==> config.mk <==
export PLATFORM = sky130hd
export DESIGN_NAME = cplx_var_delay
export DESIGN_NICKNAME = d
export VERILOG_FILES = /design/src/rtl/cplx_var_delay.sv
export SDC_FILE = /design/constraint.sdc
export NUM_CORES = 2
export LEC_CHECK = 0
export CORE_AREA = 2 2 525 527
export DETAILED_ROUTE_END_ITERATION = 16
export DIE_AREA = 0 0 527 529
export MAX_ROUTING_LAYER = met4
export PLACE_DENSITY = 0.46
export SYNTH_ARGS = -nofsm -noshare
export SYNTH_HDL_FRONTEND = slang
export SYNTH_SLANG_ARGS = --single-unit
==> constraint.sdc <==
create_clock -name clk -period 3.36 [get_ports clk]
set_clock_uncertainty 0.1 [all_clocks]
set_input_delay 1.008 -clock clk [delete_from_list [all_inputs] [get_ports clk]]
set_output_delay 1.008 -clock clk [all_outputs]
set_load 0.01 [all_outputs]
==> src/rtl/cplx_var_delay.sv <==
// Complex (re/im) sample delay line backed by a circular buffer that wraps at the active depth D.
// Optional feature macro CPLX_VAR_DELAY_DYN_LEN_EN: when defined, dly_len selects D at run time; otherwise D = MAX_DEPTH.
module cplx_var_delay #(
    parameter int DATA_W    = 16,
    parameter int MAX_DEPTH = 64,
    parameter int LEN_W     = 7
) (
    input  logic                     clk,
    input  logic                     rst_n,
    input  logic                     enable,
    input  logic                     flush,
    input  logic [LEN_W-1:0]         dly_len,
    input  logic signed [DATA_W-1:0] x_in_re,
    input  logic signed [DATA_W-1:0] x_in_im,
    output logic signed [DATA_W-1:0] x_out_re,
    output logic signed [DATA_W-1:0] x_out_im,
    output logic                     out_valid,
    output logic [LEN_W-1:0]         fill
);
    localparam int PTR_W = $clog2(MAX_DEPTH);
    localparam logic [LEN_W-1:0] DEPTH_MAX = LEN_W'(MAX_DEPTH);
    localparam logic [LEN_W-1:0] ONE       = LEN_W'(1);

    logic [LEN_W-1:0] d_d;
    logic             clear_s;

`ifdef CPLX_VAR_DELAY_DYN_LEN_EN
    logic [LEN_W-1:0] d_q;
    logic             first_q;
    logic             first_d;

    // Clamp the requested delay into 1..MAX_DEPTH.
    always_comb begin
        first_d = 1'b0;
        if (dly_len == LEN_W'(0)) begin
            d_d = ONE;
        end else if (dly_len > DEPTH_MAX) begin
            d_d = DEPTH_MAX;
        end else begin
            d_d = dly_len;
        end
    end

    // The first edge out of reset adopts dly_len without treating it as a length change.
    assign clear_s = flush | (~first_q & (d_d != d_q));

    // Registered delay and first-edge marker.
    always_ff @(posedge clk or negedge rst_n) begin
        if (!rst_n) begin
            d_q     <= ONE;
            first_q <= 1'b1;
        end else begin
            d_q     <= d_d;
            first_q <= first_d;
        end
    end
`else
    logic unused_dly_len_s;
    assign unused_dly_len_s = ^dly_len;
    assign d_d              = DEPTH_MAX;
    assign clear_s          = flush;
`endif

    logic [2*DATA_W-1:0]      buf_mem [MAX_DEPTH];
    logic [PTR_W-1:0]         wp_q, wp_d, wp_adv_s;
    logic [LEN_W-1:0]         fill_q, fill_d;
    logic                     valid_q, valid_d;
    logic signed [DATA_W-1:0] re_q, re_d, im_q, im_d;
    logic [2*DATA_W-1:0]      tap_s;
    logic                     wr_en_s;

    // The slot after the write pointer holds the sample accepted D-1 accepts ago; D=1 bypasses the buffer.
    always_comb begin
        if (LEN_W'(wp_q) == (d_d - ONE)) begin
            wp_adv_s = PTR_W'(0);
        end else begin
            wp_adv_s = wp_q + PTR_W'(1);
        end
        if (d_d == ONE) begin
            tap_s = {x_in_re, x_in_im};
        end else begin
            tap_s = buf_mem[wp_adv_s];
        end
    end

    // Next-state for pointer, fill level, valid flag and output sample.
    always_comb begin
        wp_d    = wp_q;
        fill_d  = fill_q;
        valid_d = valid_q;
        re_d    = re_q;
        im_d    = im_q;
        wr_en_s = 1'b0;
        if (clear_s) begin
            wp_d    = PTR_W'(0);
            fill_d  = LEN_W'(0);
            valid_d = 1'b0;
            re_d    = DATA_W'(0);
            im_d    = DATA_W'(0);
        end else if (enable) begin
            wr_en_s = 1'b1;
            wp_d    = wp_adv_s;
            if (fill_q < d_d) begin
                fill_d = fill_q + ONE;
            end else begin
                fill_d = fill_q;
            end
            valid_d = (fill_d == d_d);
            // Gate the tap so stale buffer contents never reach the outputs.
            if (valid_d) begin
                re_d = tap_s[2*DATA_W-1:DATA_W];
                im_d = tap_s[DATA_W-1:0];
            end else begin
                re_d = DATA_W'(0);
                im_d = DATA_W'(0);
            end
        end else begin
            wp_d = wp_q;
        end
    end

    // Sample storage; contents are masked by the valid logic so no reset is needed.
    always_ff @(posedge clk) begin
        if (wr_en_s) begin
            buf_mem[wp_q] <= {x_in_re, x_in_im};
        end
    end

    // Control and output registers.
    always_ff @(posedge clk or negedge rst_n) begin
        if (!rst_n) begin
            wp_q    <= PTR_W'(0);
            fill_q  <= LEN_W'(0);
            valid_q <= 1'b0;
            re_q    <= DATA_W'(0);
            im_q    <= DATA_W'(0);
        end else begin
            wp_q    <= wp_d;
            fill_q  <= fill_d;
            valid_q <= valid_d;
            re_q    <= re_d;
            im_q    <= im_d;
        end
    end

    assign x_out_re  = re_q;
    assign x_out_im  = im_q;
    assign out_valid = valid_q;
    assign fill      = fill_q;

endmodule

==> metrics.txt <==
status=complete, no violations; H-tree depth=4; PwrDens=578 nW/um^2; peak supply drop=roughly 0.43 mV; Yosys top cell area share=around three quarters; Pre-antenna DRT Iters=7; synth-to-layout area growth=23.9%; crit path max fanout=22; xor-xnor portion of the synthesized cell area=0.190%; slew margin rel.=about 38%; CP Cell Sequence=ha_2, and3_4, a21oi_4, buf_4, buf_12, mux4_2, o2111ai_1, nand4_1, a32o_1; Detail Placement HPWL=197000 microns; leak pwr=0.0346 uW; R2R depth=9; Worst Path Buf+Inv=2; Hold Violations, Final=0; vias in the first global route=50400; clock sink total=around 2100; Routed Wire Length=313000 microns; reg2reg end=x_out_re[0]; dpl ws=-0.509 ns; ranking of synthesized cells by area=edfxtp_1, nand2_1, mux2i_1; Worst Hold Class=reg2reg; max capacitance violation total=0; reg2reg start=wp_q[0]; Clk Tree Root Cell=clkbuf_16; Seq/Total Area, Yosys=76.7%; Avg Cell Area, Syn=14.5 sq um; Setup Viol. Count Final=0; Synth Warn #=0; drt drc=0; Synth Area in Compound Gates=4.93%; Mapped Area=81700 sq um; core box area=273000 sq um; Rows=192; Main synth FF type=edfxtp_1; 1st-iter DRT viols=6476; average routed wire per standard cell=31.2 microns; TritonCTS Buffers=226; Post-synth EDFFs=approximately 2000; Setup WS post-layout=0.00715 ns; Die Y=between 500 and 600 microns; initial antenna violation count=29; Final Cycle Share=99.8%; Syn Inst Count=5614; largest family of logic cells by synthesized area=simple AND/OR/NAND/NOR gates; Clock Path Buffers=4; crit-path leading delay family=compound AO/OA/AOI/OAI gates; CP required=about 4.0 ns; ys async rst share=~2.2%; Remaining Overflow, GRT=0; Vias=53400; crit path DAT=3.94 ns; PortBufs=75; slowest CP cell=mux4_2; Post-synth top cells=edfxtp_1, nand2_1, nand3_1; Worst Hold Slack=approximately 0.47 ns; syn nets=5659; clock-pin slew on the worst setup and hold paths=0.06 ns; Final Max Tran Viols=0; CTS tree=built; Vias/cell=between 5 and 6; Synth area leader=edfxtp_1; Yosys reg bits=2094; Routability Congestion=0.854; min-delay src=x_out_im[12]; critical path class=reg2reg; multiplexer area fraction after synthesis=3.93%; Crit path largest cell delay=0.60 ns; worst-margin pin slew=0.931 ns; first-pass GRT wire length=428000 microns; min Tclk post-route=approximately 3.4 ns; crit path launch type=register; gr usage total=22.6%; clock latency on the worst-skew pair=0.93 ns; critical path depth=9; RSZ-0062 raised after global routing=no; Endpoint, Worst Hold=x_out_im[12]; area fraction in and, or, nand and nor cells after synthesis=12.0%; Max Clk Rate=around 300 MHz; largest net degree at the start of global routing=73; register-to-register setup slack=0.007 ns; Post-DRT Antenna Nets=0; Post-Synth Adder-Cell Area=0.0306%; Initial Utilization=29.9%; WHS Path Cells=1; share of layout cells above drive strength 1=18.2%; die area=~280000 sq um; fin cells=10000; I/O pin cnt=83; Die Span X=527 microns; synth unique cells=74; Nets=6308; CP Capture Type=register; count leader, synth=edfxtp_1; placed cell count=between 9000 and 10000
worst register-to-register path, delay by kind of cell (launching register included):
| family | cells | cell delay [ns] |
|---|---|---|
| adders and majority gates | 1 | 0.28 |
| buffers and inverters | 2 | 0.40 |
| and+or+nand+nor | 2 | 0.53 |
| AOI/OAI and AO/OA | 3 | 0.79 |
| muxes | 1 | 0.64 |
| DFF | 1 | 0.50 |
registers in the layout (all words and copies together), names as in the netlist:
register,cells
buf_mem,2048
x_out_im,16
x_out_re,16
fill,7
wp_q,6
out_valid,1
cell families after synthesis:
kind of cell | count (synthesis)
DFF | 2094
adders and majority gates | 2
AOI/OAI and AO/OA | 580
muxes | 294
and+or+nand+nor | 2276
buffers and inverters | 352
xor gates and xnor gates | 16
per-layer routing:
layer  up-vias  wire, microns  global-route usage [%]
met5         -              0                       -
met4         0           8520                    5.68
met3       441          21200                    3.14
met2      2222         146000                    35.5
met1     28100         137000                    31.0
li1      22600              -                       -
metrics by stage:
step	power [uW]	instance area, sq um	util (%)	setup TNS, ns
4_1_cts	58900	101000	37.1	0
5_1_grt	60200	101000	37.1	0
2_1_floorplan	31800	81700	-	-185.03
3_3_place_gp	34800	94000	34.4	-9.09
6_report	58500	101000	37.1	0
3_5_place_dp	34800	94000	34.4	-6.27
worst max-delay path by stage:
stage	startpoint	end
finish	wp_q[0]	x_out_re[0]
global route	wp_q[0]	x_out_re[0]
CTS	wp_q[0]	x_out_im[2]
detailed placement	flush	x_out_im[2]
global placement	flush	x_out_im[2]
floorplan	flush	buf_mem[31][0]
area by class of cell:
type | count | area, sq um
Clock inverter | 120 | 1040
Clock buffer | 287 | 6040
Inverter | 4 | 15.0
Fill cell | 25900 | 172000
Timing Repair Buffer | 769 | 9070
Multi-Input combinational cell | 3168 | 17900
Tap cell | 3589 | 4490
Antenna cell | 10 | 25.0
Sequential cell | 2094 | 62700
placed cells by master (no fill, tap or decap), drive strengths merged, types with 5 or more instances in the layout:
| cell | netlist | final |
|---|---|---|
| clkdlybuf4s50 | 0 | 42 |
| dfrtp | 46 | 46 |
| nor2b | 6 | 6 |
| nand3 | 455 | 455 |
| o31ai | 6 | 6 |
| and3 | 12 | 12 |
| o21ai | 37 | 37 |
| o211ai | 6 | 6 |
| a21oi | 150 | 150 |
| nor3 | 26 | 26 |
| a22oi | 14 | 14 |
| bufinv | 0 | 17 |
| buf | 192 | 726 |
| a221oi | 12 | 12 |
| mux2i | 270 | 270 |
| clkbuf | 156 | 287 |
| nor4 | 44 | 44 |
| a211o | 5 | 5 |
| inv | 4 | 9 |
| o22ai | 52 | 52 |
| nand2b | 7 | 7 |
| a41oi | 5 | 5 |
| xnor2 | 6 | 6 |
| a31oi | 88 | 88 |
| clkinv | 0 | 96 |
| nand4 | 128 | 128 |
| mux4 | 21 | 21 |
| o221ai | 6 | 6 |
| or4 | 6 | 6 |
| xor2 | 10 | 10 |
| a211oi | 9 | 9 |
| a32oi | 135 | 135 |
| a2111oi | 6 | 6 |
| nor2 | 112 | 112 |
| a311oi | 16 | 16 |
| diode | 0 | 10 |
| edfxtp | 2048 | 2048 |
| nand2 | 1460 | 1460 |
timing repair:
action                     in CTS  in global routing
pin swaps                       2                  2
gates resized for setup         4                 15
hold buffers                    1                  0
setup buffers                   5                  0
setup endpoints to repair      15                 11
hold endpoints to repair        4                  0
gates cloned                    0                  0
power breakdown:
group / internal, uW / leakage (uW) / switching, uW
clock: 13900 / 0.00348 / 10300
sequential: 28700 / 0.0190 / 16.3
combinational: 1900 / 0.0121 / 3640
total: 44500 / 0.0346 / 14000
Power figures use the tool's default switching activity.
